### config.mk
export PLATFORM = sky130hd
export DESIGN_NAME = act_serializer
export DESIGN_NICKNAME = d
export VERILOG_FILES = /design/src/rtl/act_serializer_pkg.sv /design/src/rtl/act_serializer.sv
export SDC_FILE = /design/constraint.sdc
export NUM_CORES = 1
export LEC_CHECK = 0
export ABC_AREA = 0
export ABC_CLOCK_PERIOD_IN_PS = 2500
export CORE_ASPECT_RATIO = 1.4
export CORE_UTILIZATION = 54
export CTS_CLUSTER_SIZE = 10
export DETAILED_ROUTE_END_ITERATION = 10
export PLACE_DENSITY = 0.79
export REMOVE_ABC_BUFFERS = 1
export SLEW_MARGIN = 20
export SYNTH_ARGS = -nofsm -noshare
export SYNTH_HDL_FRONTEND = slang
export SYNTH_SLANG_ARGS = --single-unit
### constraint.sdc
create_clock -name clk -period 2.5 [get_ports clk]
set_input_delay 0.375 -clock clk [delete_from_list [all_inputs] [get_ports clk]]
set_output_delay 0.375 -clock clk [all_outputs]
set_load 0.02 [all_outputs]
### src/rtl/act_serializer_pkg.sv
// Shared accelerator constants for the activation serializer: default width,
// FSM encoding and the precision clamp target.
package act_serializer_pkg;

  localparam int DATA_W_DEF = 8;
  localparam int PREC_W     = 4;

  // Out-of-range precision (0 or above the word width) falls back to full width.
  localparam int PREC_CLAMP_DEF = DATA_W_DEF;

  typedef enum logic {
    ST_IDLE  = 1'b0,
    ST_SHIFT = 1'b1
  } ser_state_t;

endpackage

### src/rtl/act_serializer.sv
// Parallel-to-serial activation converter feeding act_fifo one bit per write,
// LSB first, with a one-entry holding register for bubble-free word chaining.
module act_serializer
  import act_serializer_pkg::*;
#(
  parameter int DATA_W = DATA_W_DEF
) (
  input  logic              clk,
  input  logic              rst,
  input  logic              clear,
  input  logic              in_valid,
  output logic              in_ready,
  input  logic [DATA_W-1:0] in_data,
  input  logic [PREC_W-1:0] precision,
  input  logic              fifo_full,
  output logic              wr_en,
  output logic              dout,
  output logic              word_done,
  output logic              busy
);

  localparam int CW = $clog2(DATA_W + 1);

  ser_state_t        state, state_nx;
  logic              hold_valid;
  logic [DATA_W-1:0] hold_data;
  logic [CW-1:0]     hold_prec;
  logic [DATA_W-1:0] shreg;
  logic [CW-1:0]     sh_prec;
  logic [CW-1:0]     bit_cnt;
  logic [CW-1:0]     prec_cl;
  logic              accept, shift_en, last, load;

  always_comb begin
    prec_cl = CW'(DATA_W);
    if (precision != '0 && int'(precision) <= DATA_W)
      prec_cl = CW'(precision);
  end

  // in_ready depends only on registered state, so clear is folded in here.
  assign accept   = in_valid && !hold_valid && !clear;
  assign shift_en = (state == ST_SHIFT) && !fifo_full;
  assign last     = (bit_cnt == sh_prec - CW'(1));
  assign load     = hold_valid && ((state == ST_IDLE) || (shift_en && last));

  always_ff @(posedge clk or negedge rst) begin
    if (!rst) state <= ST_IDLE;
    else      state <= state_nx;
  end

  always_comb begin
    state_nx = state;
    case (state)
      ST_IDLE:  if (hold_valid) state_nx = ST_SHIFT;
      ST_SHIFT: if (shift_en && last && !hold_valid) state_nx = ST_IDLE;
      default:  state_nx = ST_IDLE;
    endcase
    if (clear) state_nx = ST_IDLE;
  end

  always_comb begin
    in_ready = !hold_valid;
    wr_en    = shift_en;
    dout     = (state == ST_SHIFT) && shreg[0];
    busy     = hold_valid || (state == ST_SHIFT);
  end

  always_ff @(posedge clk or negedge rst) begin
    if (!rst) begin
      hold_valid <= 1'b0;
      hold_data  <= '0;
      hold_prec  <= '0;
      shreg      <= '0;
      sh_prec    <= '0;
      bit_cnt    <= '0;
      word_done  <= 1'b0;
    end else if (clear) begin
      hold_valid <= 1'b0;
      hold_data  <= '0;
      hold_prec  <= '0;
      shreg      <= '0;
      sh_prec    <= '0;
      bit_cnt    <= '0;
      word_done  <= 1'b0;
    end else begin
      word_done <= shift_en && last;
      if (load) begin
        shreg   <= hold_data;
        sh_prec <= hold_prec;
        bit_cnt <= '0;
      end else if (shift_en) begin
        shreg   <= shreg >> 1;
        bit_cnt <= bit_cnt + CW'(1);
      end
      // accept and load are exclusive: accept needs the hold empty, load needs it full.
      if (accept) begin
        hold_valid <= 1'b1;
        hold_data  <= in_data;
        hold_prec  <= prec_cl;
      end else if (load) begin
        hold_valid <= 1'b0;
      end
    end
  end

endmodule

==> out/results.md <==
| Item | Reported | Unit |
|---|---|---|
| Run status | finished clean | - |
| Total of fill cells in the finished design | 210 | - |
| Capturing element type of the critical path | output port | - |
| Die height | 66.5 | µm |
| Worst setup path class | in2out | - |
| Top-area cell type share of the netlist area | 48.4 | % |
| Biggest area contributors in the synthesized netlist | sky130_fd_sc_hd__dfrtp_1 (48%), sky130_fd_sc_hd__nand2_1 (8.2%), sky130_fd_sc_hd__a21oi_1 (6.2%) | - |
| Setup TNS Final | 0 | ps |
| Internal Power | 0.770 | mW |
| Yosys warning total | 0 | - |
| Clock-pin slew on the worst setup and hold paths | 60 | ps |
| Number of instances in the synthesized netlist | 162 | - |
| Number of nets at the end of the flow | 207 | - |
| Count of unique library cells instantiated by Yosys | 29 | - |
| Post-detailed-placement half-perimeter wirelength | 1970 | µm |
| Worst IR drop on VDD | 355 | µV |
| Fraction of the cycle the final worst path needs | 85.9 | % |
| Wire length of the first global-routing pass | 4900 | µm |
| Total length of routed wires | 2870 | µm |
| Final Critical Period | 2150 | ps |
| Switching fraction of total power | 24.1 | % |
| Most instantiated cells after synthesis | sky130_fd_sc_hd__nand2_1 (35), sky130_fd_sc_hd__dfrtp_1 (31), sky130_fd_sc_hd__a21oi_1 (20) | - |
| Max-cap viol count | 0 | - |
| Crit-path max FO | 6 | - |
| Cell area after synthesis | 1600 | µm² |
| Count of input and output buffers | 21 | - |
| Hold buffers post-CTS | 0 | - |
| Antenna diode count | 0 | - |
| Insertion delay to the later sink of the worst-skew pair | 270 | ps |
| Reg-to-reg startpoint | sh_prec[0] | - |
| Critical path required time | 2120 | ps |
| Clock tree buffer depth | 2 | - |
| Share of async-settable or async-resettable flops after synthesis | 100 | % |
| Hold WS | 494 | ps |
| Transition time of the tightest slew-check pin | 504 | ps |
| Post-Place Setup Slack | 194 | ps |
| Num CTS Buffers | 5 | - |
| Largest net degree at the start of global routing | 44 | - |
| Iteration count of the initial detailed-routing pass | 4 | - |
| Fraction of final layout cells with drive strength greater than 1 | 12.3 | % |
| Share of the yosys chip area belonging to registers | 48.4 | % |
| Slew margin rel. | 66.3 | % |
| Average instance area after synthesis | 9.89 | µm² |
| Setup crit start kind | input port | - |
| Part of the total power dissipated in sequential elements | 52.3 | % |
| Clock share of power | 34.2 | % |
| Most used DFF post-synth | sky130_fd_sc_hd__dfrtp_1 | - |
| Flip-flop and latch area | 776 | µm² |
| Remaining DRCs | 0 | - |
| Antenna violations before repair | 0 | - |
| Number of nets with antenna violations after routing | 0 | - |
| Setup crit start | fifo_full | - |
| #FFs+latches synth | 31 | - |
| Worst Skew | 2.42 | ps |
| Cts repair resizes | 0 | - |
| Root buffer cell | sky130_fd_sc_hd__clkbuf_8 | - |
| Overall fraction of global-route tracks in use | 22.7 | % |
| Overall die width | 48.0 | µm |
| Power density over cell area | 526 | nW/µm² |
| Routed via count | 1,193 | - |
| Sw power | 0.244 | mW |
| Fmax | 0.466 | GHz |
| Core Region | 2850 | µm² |
| Worst path arrival time | 1770 | ps |
| Number of flops mapped to enable cells by yosys | 0 | - |
| Number of violations reported at the end of detailed-routing iteration 0 | 24 | - |
| Post-route worst setup slack | 353 | ps |
| Combinational power share | 13.5 | % |
| Final setup violation count | 0 | - |
| Final weighted congestion of routability-driven global placement | 0.758 | - |
| Vias in the first global route | 1,147 | - |
| Fin util | 67.8 | % |
| Via-to-Cell Ratio | 5.33 | - |
| Leakage power | 0.849 | nW |
| Setup Buffers After CTS | 0 | - |
| Routed wire length per instance | 12.8 | µm |
| Die area | 3190 | µm² |
| Setup repair after global routing missed its margin | no | - |
| Classification of the worst-slack hold path | in2async | - |
| Clock tree from TritonCTS | done | - |
| Residual overflow from global routing | 0 | - |
| H-tree depth | 2 | - |
| P&R area growth vs syn | 20.5 | % |
| Area of the multi-input gates | 758 | µm² |
| Hold violation count in the final report | 0 | - |
| Number of pins with negative max-slew slack in the final report | 0 | - |
| Count of clock tree sinks | 31 | - |
| Cell accounting for the most synthesized area | sky130_fd_sc_hd__dfrtp_1 | - |
| IO Count | 22 | - |
| Most numerous cell in the Yosys netlist | sky130_fd_sc_hd__nand2_1 | - |
| Starting utilization of the core area | 56.3 | % |
| Number of cell rows | 23 | - |
through the flow:
| step | power, mW | cell area [µm²] | cells |
|---|---|---|---|
| after CTS | 1.03 | 1930 | 224 |
| final | 1.01 | 1930 | 224 |
| after global routing | 1.06 | 1930 | 224 |
| after floorplan | 0.602 | 1550 | 153 |
| after detailed placement | 0.677 | 1860 | 218 |
| after global placement | 0.673 | 1860 | 218 |
flip-flops by register name (all words and copies together), names as in the netlist:
register	count
bit_cnt	4
hold_data	8
hold_prec	4
hold_valid	1
sh_prec	4
shreg	8
state	1
word_done	1
kinds of logic (layout without fill, tap and decap cells):
kind of cell / Yosys count / in the layout / share of synthesized area (%)
simple gates: 72 / 72 / 23.2
xor+xnor: 8 / 8 / 5.31
compound gates: 23 / 23 / 8.35
mux: 13 / 13 / 8.90
buf+inv: 13 / 38 / 4.29
fa+ha+maj: 2 / 2 / 1.56
flops: 31 / 31 / 48.4
metal layers:
layer  routed length [µm]  share of wire, %  vias to the layer above  GRT usage [%]
met5                    0                 0                        -              0
met4                   68               2.4                        0           12.5
met3                   88               3.1                        6           6.50
met2                 1500                52                       34           36.5
met1                 1220                42                      563           26.0
li1                     -                 -                      590              -
cell type report:
cell class | instances | share of cell area, %
sequential | 31 | 40.2
clock buffer | 6 | 3.76
multi-input combinational | 118 | 39.3
inverter | 4 | 0.778
timing repair buffer | 28 | 13.6
tap | 37 | 2.40
worst paths after layout:
check                               endpoint  slack, ps  cells after the start
worst max-delay path                   wr_en        350                      4
worst min-delay path              bit_cnt[1]        490                      2
worst max register to register      shreg[4]        360                      7
worst min register to register  hold_data[6]        510                      2
max in group asynchronous           shreg[2]       1720                      2
min in group clk                hold_data[6]        510                      2
cells in the final DEF (no fill, tap or decap), drive strengths merged, types with 6 or more instances in the layout:
cell type,n
a21oi,20
buf,7
clkbuf,6
clkdlybuf4s50,21
dfrtp,31
mux2,7
mux2i,6
nand2,35
nand2b,9
nor2b,8
nor3,9
worst max-delay path: stages:
cell and delay [ps]:
sky130_fd_sc_hd__clkdlybuf4s50_1 390, sky130_fd_sc_hd__nand2b_1 160, sky130_fd_sc_hd__inv_1 200, sky130_fd_sc_hd__clkdlybuf4s50_1 650
power groups by stage:
stage / clock network (mW) / logic, mW / registers, mW
after CTS: 0.357 / 0.139 / 0.530
final: 0.347 / 0.137 / 0.531
after global routing: 0.379 / 0.152 / 0.532
after global placement: 0 / 0.135 / 0.538
after floorplan: 0 / 0.0657 / 0.536
after detailed placement: 0 / 0.138 / 0.539
Note: power is estimated with default switching activity, not from simulation.
